### src/rtl/cordic_result_buffer_if.sv
// Byte-stream interface between the CORDIC result buffer and its consumer.
// The buffer drives data/tag/last/valid; the consumer answers with ready.
interface cordic_result_buffer_if #(
    parameter int W = 8
) ();
    logic [W-1:0] out_data;
    logic         out_tag;
    logic         out_last;
    logic         out_valid;
    logic         out_ready;

    modport master (
        output out_data,
        output out_tag,
        output out_last,
        output out_valid,
        input  out_ready
    );

    modport slave (
        input  out_data,
        input  out_tag,
        input  out_last,
        input  out_valid,
        output out_ready
    );
endinterface

### src/rtl/cordic_result_buffer.sv
// Captures each CORDIC result on the rising edge of done, queues it in a small
// FIFO and serialises every entry as two bytes onto a registered valid/ready stream.
module cordic_result_buffer #(
    parameter int W     = 8,
    parameter int DEPTH = 4
) (
    input  logic                   clka,
    input  logic                   reset,
    input  logic                   done,
    input  logic [W-1:0]           res0,
    input  logic [W-1:0]           res1,
    input  logic                   mode_tag,
    output logic [$clog2(DEPTH):0] count,
    output logic                   full,
    output logic                   overflow,
    input  logic                   clr_ovf,
    cordic_result_buffer_if.master stream
);

    localparam int AW = $clog2(DEPTH);
    localparam int CW = AW + 1;
    localparam logic [CW-1:0] DEPTH_C = CW'(DEPTH);

    typedef struct packed {
        logic         tag;
        logic [W-1:0] r1;
        logic [W-1:0] r0;
    } entry_t;

    typedef enum logic [1:0] {
        IDLE,
        BYTE0,
        BYTE1
    } state_t;

    entry_t        mem [DEPTH];
    logic [AW-1:0] wr_ptr;
    logic [AW-1:0] rd_ptr;
    logic [CW-1:0] count_d;
    logic          done_d;
    logic          cap;
    logic          accept;
    logic          pop;
    logic          xfer;
    state_t        state_q;
    state_t        state_d;
    logic [W-1:0]  hold_res1;
    logic [W-1:0]  data_d;
    logic          tag_d;

    // done_d resets high so a done already asserted at reset release is ignored.
    assign cap    = done & ~done_d;
    assign xfer   = stream.out_valid & stream.out_ready;
    // A pop in the same cycle frees a slot, so a full FIFO can still accept.
    assign accept = cap & ((count != DEPTH_C) | pop);

    // NOTE: every signal written in always_comb gets a default first, so no path leaves it unassigned and no latch is inferred.
    always_comb begin
        state_d = state_q;
        pop     = 1'b0;
        unique case (state_q)
            IDLE: begin
                if (count != '0) begin
                    pop     = 1'b1;
                    state_d = BYTE0;
                end
            end
            BYTE0: begin
                if (xfer) state_d = BYTE1;
            end
            BYTE1: begin
                if (xfer) begin
                    if (count != '0) begin
                        pop     = 1'b1;
                        state_d = BYTE0;
                    end else begin
                        state_d = IDLE;
                    end
                end
            end
            default: state_d = IDLE;
        endcase
    end

    always_comb begin
        data_d = stream.out_data;
        tag_d  = stream.out_tag;
        if (pop) begin
            data_d = mem[rd_ptr].r0;
            tag_d  = mem[rd_ptr].tag;
        end else if (state_q == BYTE0 && state_d == BYTE1) begin
            data_d = hold_res1;
        end

        unique case ({accept, pop})
            2'b10:   count_d = count + CW'(1);
            2'b01:   count_d = count - CW'(1);
            default: count_d = count;
        endcase
    end

    // NOTE: sequential state uses non-blocking assignments so every register samples pre-edge values, race-free.
    always_ff @(posedge clka or negedge reset) begin
        if (!reset) begin
            done_d           <= 1'b1;
            state_q          <= IDLE;
            wr_ptr           <= '0;
            rd_ptr           <= '0;
            count            <= '0;
            full             <= 1'b0;
            overflow         <= 1'b0;
            hold_res1        <= '0;
            stream.out_valid <= 1'b0;
            stream.out_last  <= 1'b0;
            stream.out_tag   <= 1'b0;
            stream.out_data  <= '0;
        end else begin
            done_d  <= done;
            state_q <= state_d;
            count   <= count_d;
            full    <= (count_d == DEPTH_C);

            if (accept) wr_ptr <= wr_ptr + AW'(1);
            if (pop) begin
                rd_ptr    <= rd_ptr + AW'(1);
                hold_res1 <= mem[rd_ptr].r1;
            end

            if (cap && !accept) overflow <= 1'b1;
            else if (clr_ovf)   overflow <= 1'b0;

            stream.out_valid <= (state_d != IDLE);
            stream.out_last  <= (state_d == BYTE1);
            stream.out_data  <= data_d;
            stream.out_tag   <= tag_d;
        end
    end

    // NOTE: the storage array has no reset; count and pointers alone define which entries are valid.
    always_ff @(posedge clka) begin
        if (accept) mem[wr_ptr] <= entry_t'{tag: mode_tag, r1: res1, r0: res0};
    end

endmodule

### src/flat_wrapper.sv
// flat-port wrapper written by rule: the top's interface ports become plain ports
module cordic_result_buffer_flat 
#(
    parameter int W     = 8,
    parameter int DEPTH = 4
)
  (clka, reset, done, res0, res1, mode_tag, count, full, overflow, clr_ovf, stream_out_data, stream_out_tag, stream_out_last, stream_out_valid, stream_out_ready);
  cordic_result_buffer_if #(.W(W)) stream_i ();
  input  logic clka;
  input  logic reset;
  input  logic done;
  input  logic [W-1:0] res0;
  input  logic [W-1:0] res1;
  input  logic mode_tag;
  output logic [$clog2(DEPTH):0] count;
  output logic full;
  output logic overflow;
  input  logic clr_ovf;
  output wire logic [$bits(stream_i.out_data)-1:0] stream_out_data;
  output wire logic [$bits(stream_i.out_tag)-1:0] stream_out_tag;
  output wire logic [$bits(stream_i.out_last)-1:0] stream_out_last;
  output wire logic [$bits(stream_i.out_valid)-1:0] stream_out_valid;
  input wire logic [$bits(stream_i.out_ready)-1:0] stream_out_ready;
  assign stream_out_data = stream_i.out_data;
  assign stream_out_tag = stream_i.out_tag;
  assign stream_out_last = stream_i.out_last;
  assign stream_out_valid = stream_i.out_valid;
  assign stream_i.out_ready = stream_out_ready;
  cordic_result_buffer #(.W(W), .DEPTH(DEPTH)) u_core (.clka(clka), .reset(reset), .done(done), .res0(res0), .res1(res1), .mode_tag(mode_tag), .count(count), .full(full), .overflow(overflow), .clr_ovf(clr_ovf), .stream(stream_i));
endmodule
### config.mk
export PLATFORM = sky130hd
export DESIGN_NAME = cordic_result_buffer_flat
export DESIGN_NICKNAME = d
export VERILOG_FILES = /design/src/rtl/cordic_result_buffer_if.sv /design/src/rtl/cordic_result_buffer.sv /design/src/flat_wrapper.sv
export SDC_FILE = /design/constraint.sdc
export NUM_CORES = 1
export LEC_CHECK = 0
export CAP_MARGIN = 20
export CELL_PAD_IN_SITES_DETAIL_PLACEMENT = 0
export CELL_PAD_IN_SITES_GLOBAL_PLACEMENT = 1
export CORE_MARGIN = 10
export CORE_UTILIZATION = 48
export DETAILED_ROUTE_END_ITERATION = 8
export PLACE_DENSITY_LB_ADDON = 0.15
export SLEW_MARGIN = 5
export SYNTH_ARGS = -nofsm -noshare
export SYNTH_HDL_FRONTEND = slang
export SYNTH_SLANG_ARGS = --single-unit
### constraint.sdc
create_clock -name clka -period 3 [get_ports clka]
set_input_delay 0.6 -clock clka [delete_from_list [all_inputs] [get_ports clka]]
set_output_delay 0.6 -clock clka [all_outputs]
set_load 0.05 [all_outputs]
==> results.md, run 1 <==
* Max Slew Vio Count at 0
* Layout Utilization at 59.4%
* Initial antenna violation count at 0
* Synth Cell Area at 3910 µm²
* Tmin final at 2560 ps
* RePlAce Congestion at 0.844
* RSZ-0062 raised after global routing: false
* Period utilization at 85.4%
* Avg Cell Area, Syn at 18.2 µm²
* Outcome: complete, no violations
* Routed vias at 1994
* Crit path kind: in -> reg
* Post-detail-place hpwl at 4700 µm
* Iteration-0 DRC count of the detailed router at 59
* Pleak at 1.68 nW
* Worst path slowest cell: or4_1
* Hold Crit Class: reg -> reg
* Syn Nets at 242
* Post-synth top flop: edfxtp_1
* Grt ovf at 0
* I/O pin count at 38
* Net Sw Frac at 36.2%
* Drt first pass iters at 4
* Rows at 32
* Nets at 293
* Commonest non-fill, non-tap cell in the layout: edfxtp_1
* Register area share after synthesis at 72.1%
* YS warnings at 0
* VDD IR max at 519 µV
* Setup TNS at 0 ps
* CORE AREA at 7810 µm²
* Crit end category: flop
* H-tree lvl count at 3
* Remaining DRCs at 0
* Max incr delay on CP at 520 ps
* Sw Pwr at 1.64 mW
* Mapped Cells at 215
* Max Freq at 0.390 GHz
* Global-route wire length before repair at 11300 µm
* Post-CTS Setup Bufs at 0
* Number of enable flip-flop cells after synthesis at 68
* CTS Buf Count at 9
* Combinational power share at 37.5%
* Die H at 110 µm
* Vias per cell at 5.35
* Cts repair resizes at 0
* ANT cells at 0
* Clock Tree Buf Depth at 2
* Hold buffers post-CTS at 0
* Clk pwr share at 17.4%
* Layout cell share with drive strength beyond 1 at 22.1%
* Vias in the first global route at 2100
* CTS tree: yes
* Final Setup Violations at 0
* Clock latency at the later pin of the worst-skew pair at 350 ps
* Crit-path max FO at 4
* Worst-path cell chain: clkdlybuf4s50_1 > a21bo_2 > and3_1 > and2_1 > fa_1 > or4_1 > nand4b_1 > nor3b_2
* ANT nets after route at 0
* Initial core utilization at 50.1%
* Port Buffers at 37
* Relative max-transition margin at 39.6%
* Power share of the sequential group at 45.1%
* Synthesis-to-layout area growth at 18.6%
* Maxcap violations at 0
* Die Wd at 110 µm
* Commonest non-fill, non-tap cells in the layout: edfxtp_1, clkdlybuf4s50_1, dfrtp_1
* GRT Overall Usage at 12.4%
* Clk slew on worst S/H paths at 90 ps
* Worst EP required at 3280 ps
* Final hold vios at 0
* Int Pwr at 2.89 mW
* Clock Sinks at 99
* Root Buffer: clkbuf_8
* Startpoint Class: input port
* Ys async rst share at 31.3%
* Largest net degree at the start of global routing at 32
* Pwr dens at 976 nW/µm²
* Final wirelength at 6930 µm
* Tightest Pin Transition at 905 ps
* DR WL/cell at 18.6 µm
* Seq cells post-synth at 99
* Crit path DAT at 2840 ps
* Netlist cell types at 40
* Die ar. at 12200 µm²
* Worst Skew at 7.61 ps
synthesized netlist by cell type (2+ instances only):
cell type,number,share of area [%]
o211ai_1,2,0.38
mux2i_1,8,2.0
nor2_1,4,0.38
mux2_2,8,2.3
inv_1,5,0.48
buf_6,2,0.58
nand2_1,11,1.1
or2_2,2,0.32
ha_1,4,1.3
dfrtp_1,30,19
and2_1,5,0.80
mux4_2,17,9.8
o21ai_0,13,1.7
buf_2,5,0.64
edfxtp_1,68,52
nand3_1,4,0.51
xnor2_1,3,0.67
o22ai_1,2,0.32
state kept, by name, summed over array words and instances, names as in the netlist:
name                     cells
u_core.mem                  68
u_core.hold_res1             8
u_core.stream.out_data       8
u_core.count                 3
u_core.rd_ptr                2
u_core.state_q               2
u_core.wr_ptr                2
u_core.done_d                1
u_core.full                  1
u_core.overflow              1
u_core.stream.out_last       1
u_core.stream.out_tag        1
u_core.stream.out_valid      1
layout make-up:
class,count,area [µm²]
clock buffer,10,138
clock inverter,6,48.8
fill,610,3170
inverter,5,18.8
multi-input combinational,102,1010
sequential,99,2820
tap,102,128
timing repair buffer,49,473
worst max-delay path, delay by kind of cell:
family	cells	cell delay, ps
AOI/OAI and AO/OA	1	230
adders and majority gates	1	420
buffers and inverters	1	450
and+or+nand+nor	5	1130
per-layer routing:
layer	vias to the layer above	global-route usage (%)	routed length [µm]
met5	-	0	0
met4	0	5.23	100
met3	9	2.90	356
met2	40	20.3	3540
met1	1011	15.4	2930
li1	934	-	-
power by group through the flow:
stage | Clock (mW) | Sequential, mW | Combinational, mW
2_1_floorplan | 0 | 2.27 | 0.993
3_3_place_gp | 0 | 2.07 | 1.69
3_5_place_dp | 0 | 2.08 | 1.72
4_1_cts | 0.821 | 2.05 | 1.72
5_1_grt | 0.881 | 2.09 | 1.84
6_report | 0.788 | 2.04 | 1.70
logic make-up (layout without fill, tap and decap cells):
group           count (synthesis)  in the layout  share of synthesized area, %
compound gates                 24             24                          3.84
xor+xnor                        4              4                         0.896
fa+ha+maj                       5              5                          1.79
buf+inv                        14             70                          1.98
flops                          99             99                          72.1
mux                            34             34                          14.5
simple gates                   35             35                          4.83
through the flow:
stage                     setup WS [ps]  std cells  hold slack (ps)  instance area (µm²)  power (mW)
after global routing                253        373              545                 4640        4.82
after CTS                           455        373              521                 4640        4.59
after detailed placement           76.4        357              500                 4450        3.80
after global placement              114        357              490                 4450        3.76
after floorplan                     126        215              304                 3910        3.26
final                               438        373              516                 4640        4.53
worst paths after layout:
path / start / endpoint / slack, ps / cells after the start
max: stream_out_ready / u_core.full / 440 / 8
min: u_core.stream.out_tag / u_core.stream.out_tag / 520 / 1
max reg2reg: u_core.count[0] / u_core.full / 470 / 7
min reg2reg: u_core.stream.out_tag / u_core.stream.out_tag / 520 / 1
max in group asynchronous: reset / u_core.done_d / 2040 / 2
min in group asynchronous: reset / u_core.overflow / 630 / 2
Note: power is estimated with default switching activity, not from simulation.
==> run 2: changes to the inputs <==
Settings changed: CORE_UTILIZATION 48 to 50.
Clock period 3 ns to 2.95 ns, I/O delays scaled along.
==> run 2 against run 1 <==
Worst hold slack gained 3.8 ps. Core utilization grew 1.4 points. Clock power grew 1%. Clock skew grew 4.8 ps. Non-clock buffer count grew 1. Final cell count grew 0.27%. Critical path type is now reg -> reg.
==> results.md, run 2 (same netlist as run 1, synthesis figures left out) <==
* CORE AREA at 7650 µm² (-2.1%)
* DR WL/cell at 18.0 µm (-3.1%)
* Reg2reg path depth at 7 (unchanged)
* Max reg flops at 68 (unchanged)
* R2R Setup Slk at 400 ps (-70 ps)
* Pwr dens at 986 nW/µm² (+0.99%)
* Crit end category: flop
* Max incr delay on CP at 520 ps (about the same)
* Hold_sp: u_core.stream.out_tag
* Hold Crit Class: reg -> reg
* Nets at 294 (+0.34%)
* Synthesis-to-layout area growth at 18.9%
* Die Wd at 108 µm (-1.7%)
* Clock latency at the later pin of the worst-skew pair at 350 ps (about the same)
* Startpoint Class: flop
* Iteration-0 DRC count of the detailed router at 61 (+3.4%)
* Tightest Pin Transition at 899 ps (-6.20 ps)
* Worst EP required at 3230 ps (-50 ps)
* GRT Overall Usage at 12.3% (about the same)
* Cts repair resizes at 0 (unchanged)
* Post-CTS Setup Bufs at 0 (unchanged)
* Hold buffers post-CTS at 0 (unchanged)
* Worst path slowest cell: or4_1
* CTS tree: yes
* Tmin final at 2550 ps
* Crit path kind: reg -> reg
* Worst-path cell chain: or3_1 > and3_1 > and2_1 > fa_1 > or4_1 > nand4b_1 > nor3b_2
* Post-detail-place hpwl at 4550 µm (-3.4%)
* Worst Skew at 12.5 ps (+4.84 ps)
* Port Buffers at 37 (unchanged)
* WHS Path Cells at 1 (unchanged)
* Grt ovf at 0 (unchanged)
* H-tree lvl count at 3 (unchanged)
* Clock Sinks at 99 (unchanged)
* Final wirelength at 6730 µm (-2.8%)
* Relative max-transition margin at 40.1% (+0.41 points)
* Global-route wire length before repair at 11300 µm (about the same)
* Max Slew Vio Count at 0 (unchanged)
* Vias in the first global route at 2187 (+4.1%)
* Crit path DAT at 2830 ps (about the same)
* I/O pin count at 38 (unchanged)
* Die ar. at 11800 µm² (-3.3%)
* Drt first pass iters at 4 (unchanged)
* R2R Path End: u_core.full
* Clock Tree Buf Depth at 2 (unchanged)
* Die H at 108 µm (-1.7%)
* Fin Hold WS at 520 ps (+3.83 ps)
* R2r startpoint: u_core.count[0]
* Setup TNS at 0 ps (unchanged)
* Routed vias at 1995 (+0.050%)
* Max Freq at 0.392 GHz
* Layout cell share with drive strength beyond 1 at 22.1% (-0.081 points)
* Largest net degree at the start of global routing at 32 (unchanged)
* Initial core utilization at 51.1% (+1.0 points)
* Commonest non-fill, non-tap cells in the layout: edfxtp_1, clkdlybuf4s50_1, dfrtp_1
* Largest regs: u_core.mem x68, u_core.hold_res1 x8, u_core.stream.out_data x8
* CTS Buf Count at 9 (unchanged)
* Period utilization at 86.6%
* RePlAce Congestion at 0.876 (+3.8%)
* VDD IR max at 491 µV (-5.5%)
* Largest Register: u_core.mem
* Final Setup Violations at 0 (unchanged)
* Commonest non-fill, non-tap cell in the layout: edfxtp_1
* Remaining DRCs at 0 (unchanged)
* ANT cells at 0 (unchanged)
* Initial antenna violation count at 0 (unchanged)
* Crit-path max FO at 8 (+4)
* Pleak at 1.69 nW (+0.11%)
* Rows at 32 (unchanged)
* Outcome: complete, no violations
* RSZ-0062 raised after global routing: false
* ANT nets after route at 0 (unchanged)
* Maxcap violations at 0 (unchanged)
* Root Buffer: clkbuf_8
* Worst hold endpoint: u_core.stream.out_tag
* Vias per cell at 5.33 (-0.22%)
* Clk slew on worst S/H paths at 90 ps (about the same)
* Final hold vios at 0 (unchanged)
[run 2: worst max-delay path, delay by kind of cell (launching register included)]
kind	cells	cell delay, ps
and+or+nand+nor	6	1570
adders and majority gates	1	420
DFF	1	490
[run 2: layout make-up]
cell class | instances | area, µm²
Clock buffer | 10 | 128
Clock inverter | 6 | 60.1
Fill cell | 598 | 3000
Inverter | 5 | 18.8
Multi-Input combinational cell | 102 | 1010
Sequential cell | 99 | 2820
Tap cell | 102 | 128
Timing Repair Buffer | 50 | 480
[run 2: metal layers]
metal  global-route usage [%]  vias to the layer above  share of wire (%)
li1                         -                      930                  -
met1                     15.4                     1012                 43
met2                     20.6                       51                 50
met3                     4.22                        2                7.4
met4                     2.26                        0               0.15
met5                        0                        -                  0
[run 2: report_power, final]
part / leakage, nW / internal, mW / switching [mW] / total [mW]
clock network: 0.0878 / 0.324 / 0.473 / 0.797
registers: 0.989 / 1.80 / 0.256 / 2.06
logic: 0.609 / 0.795 / 0.927 / 1.72
total: 1.69 / 2.92 / 1.66 / 4.58
[run 2: worst max-delay path by stage]
stage,startpoint,endpoint,slack [ps],cells past startpoint
after floorplan,u_core.count[0],u_core.full,80,9
after global placement,stream_out_ready,u_core.full,110,8
after detailed placement,stream_out_ready,u_core.full,70,8
after CTS,u_core.count[0],u_core.full,400,7
after global routing,u_core.count[0],u_core.full,250,7
final,u_core.count[0],u_core.full,400,7
[run 2: stage by stage]
stage / setup WS [ps] / power [mW] / instances / area (µm²) / utilization (%)
floorplan: 75.8 / 3.31 / 215 / 3910 / -
global placement: 110 / 3.82 / 358 / 4460 / 58.3
detailed placement: 69.3 / 3.84 / 358 / 4460 / 58.3
CTS: 399 / 4.65 / 374 / 4650 / 60.7
global route: 254 / 4.87 / 374 / 4650 / 60.7
finish: 396 / 4.58 / 374 / 4650 / 60.7
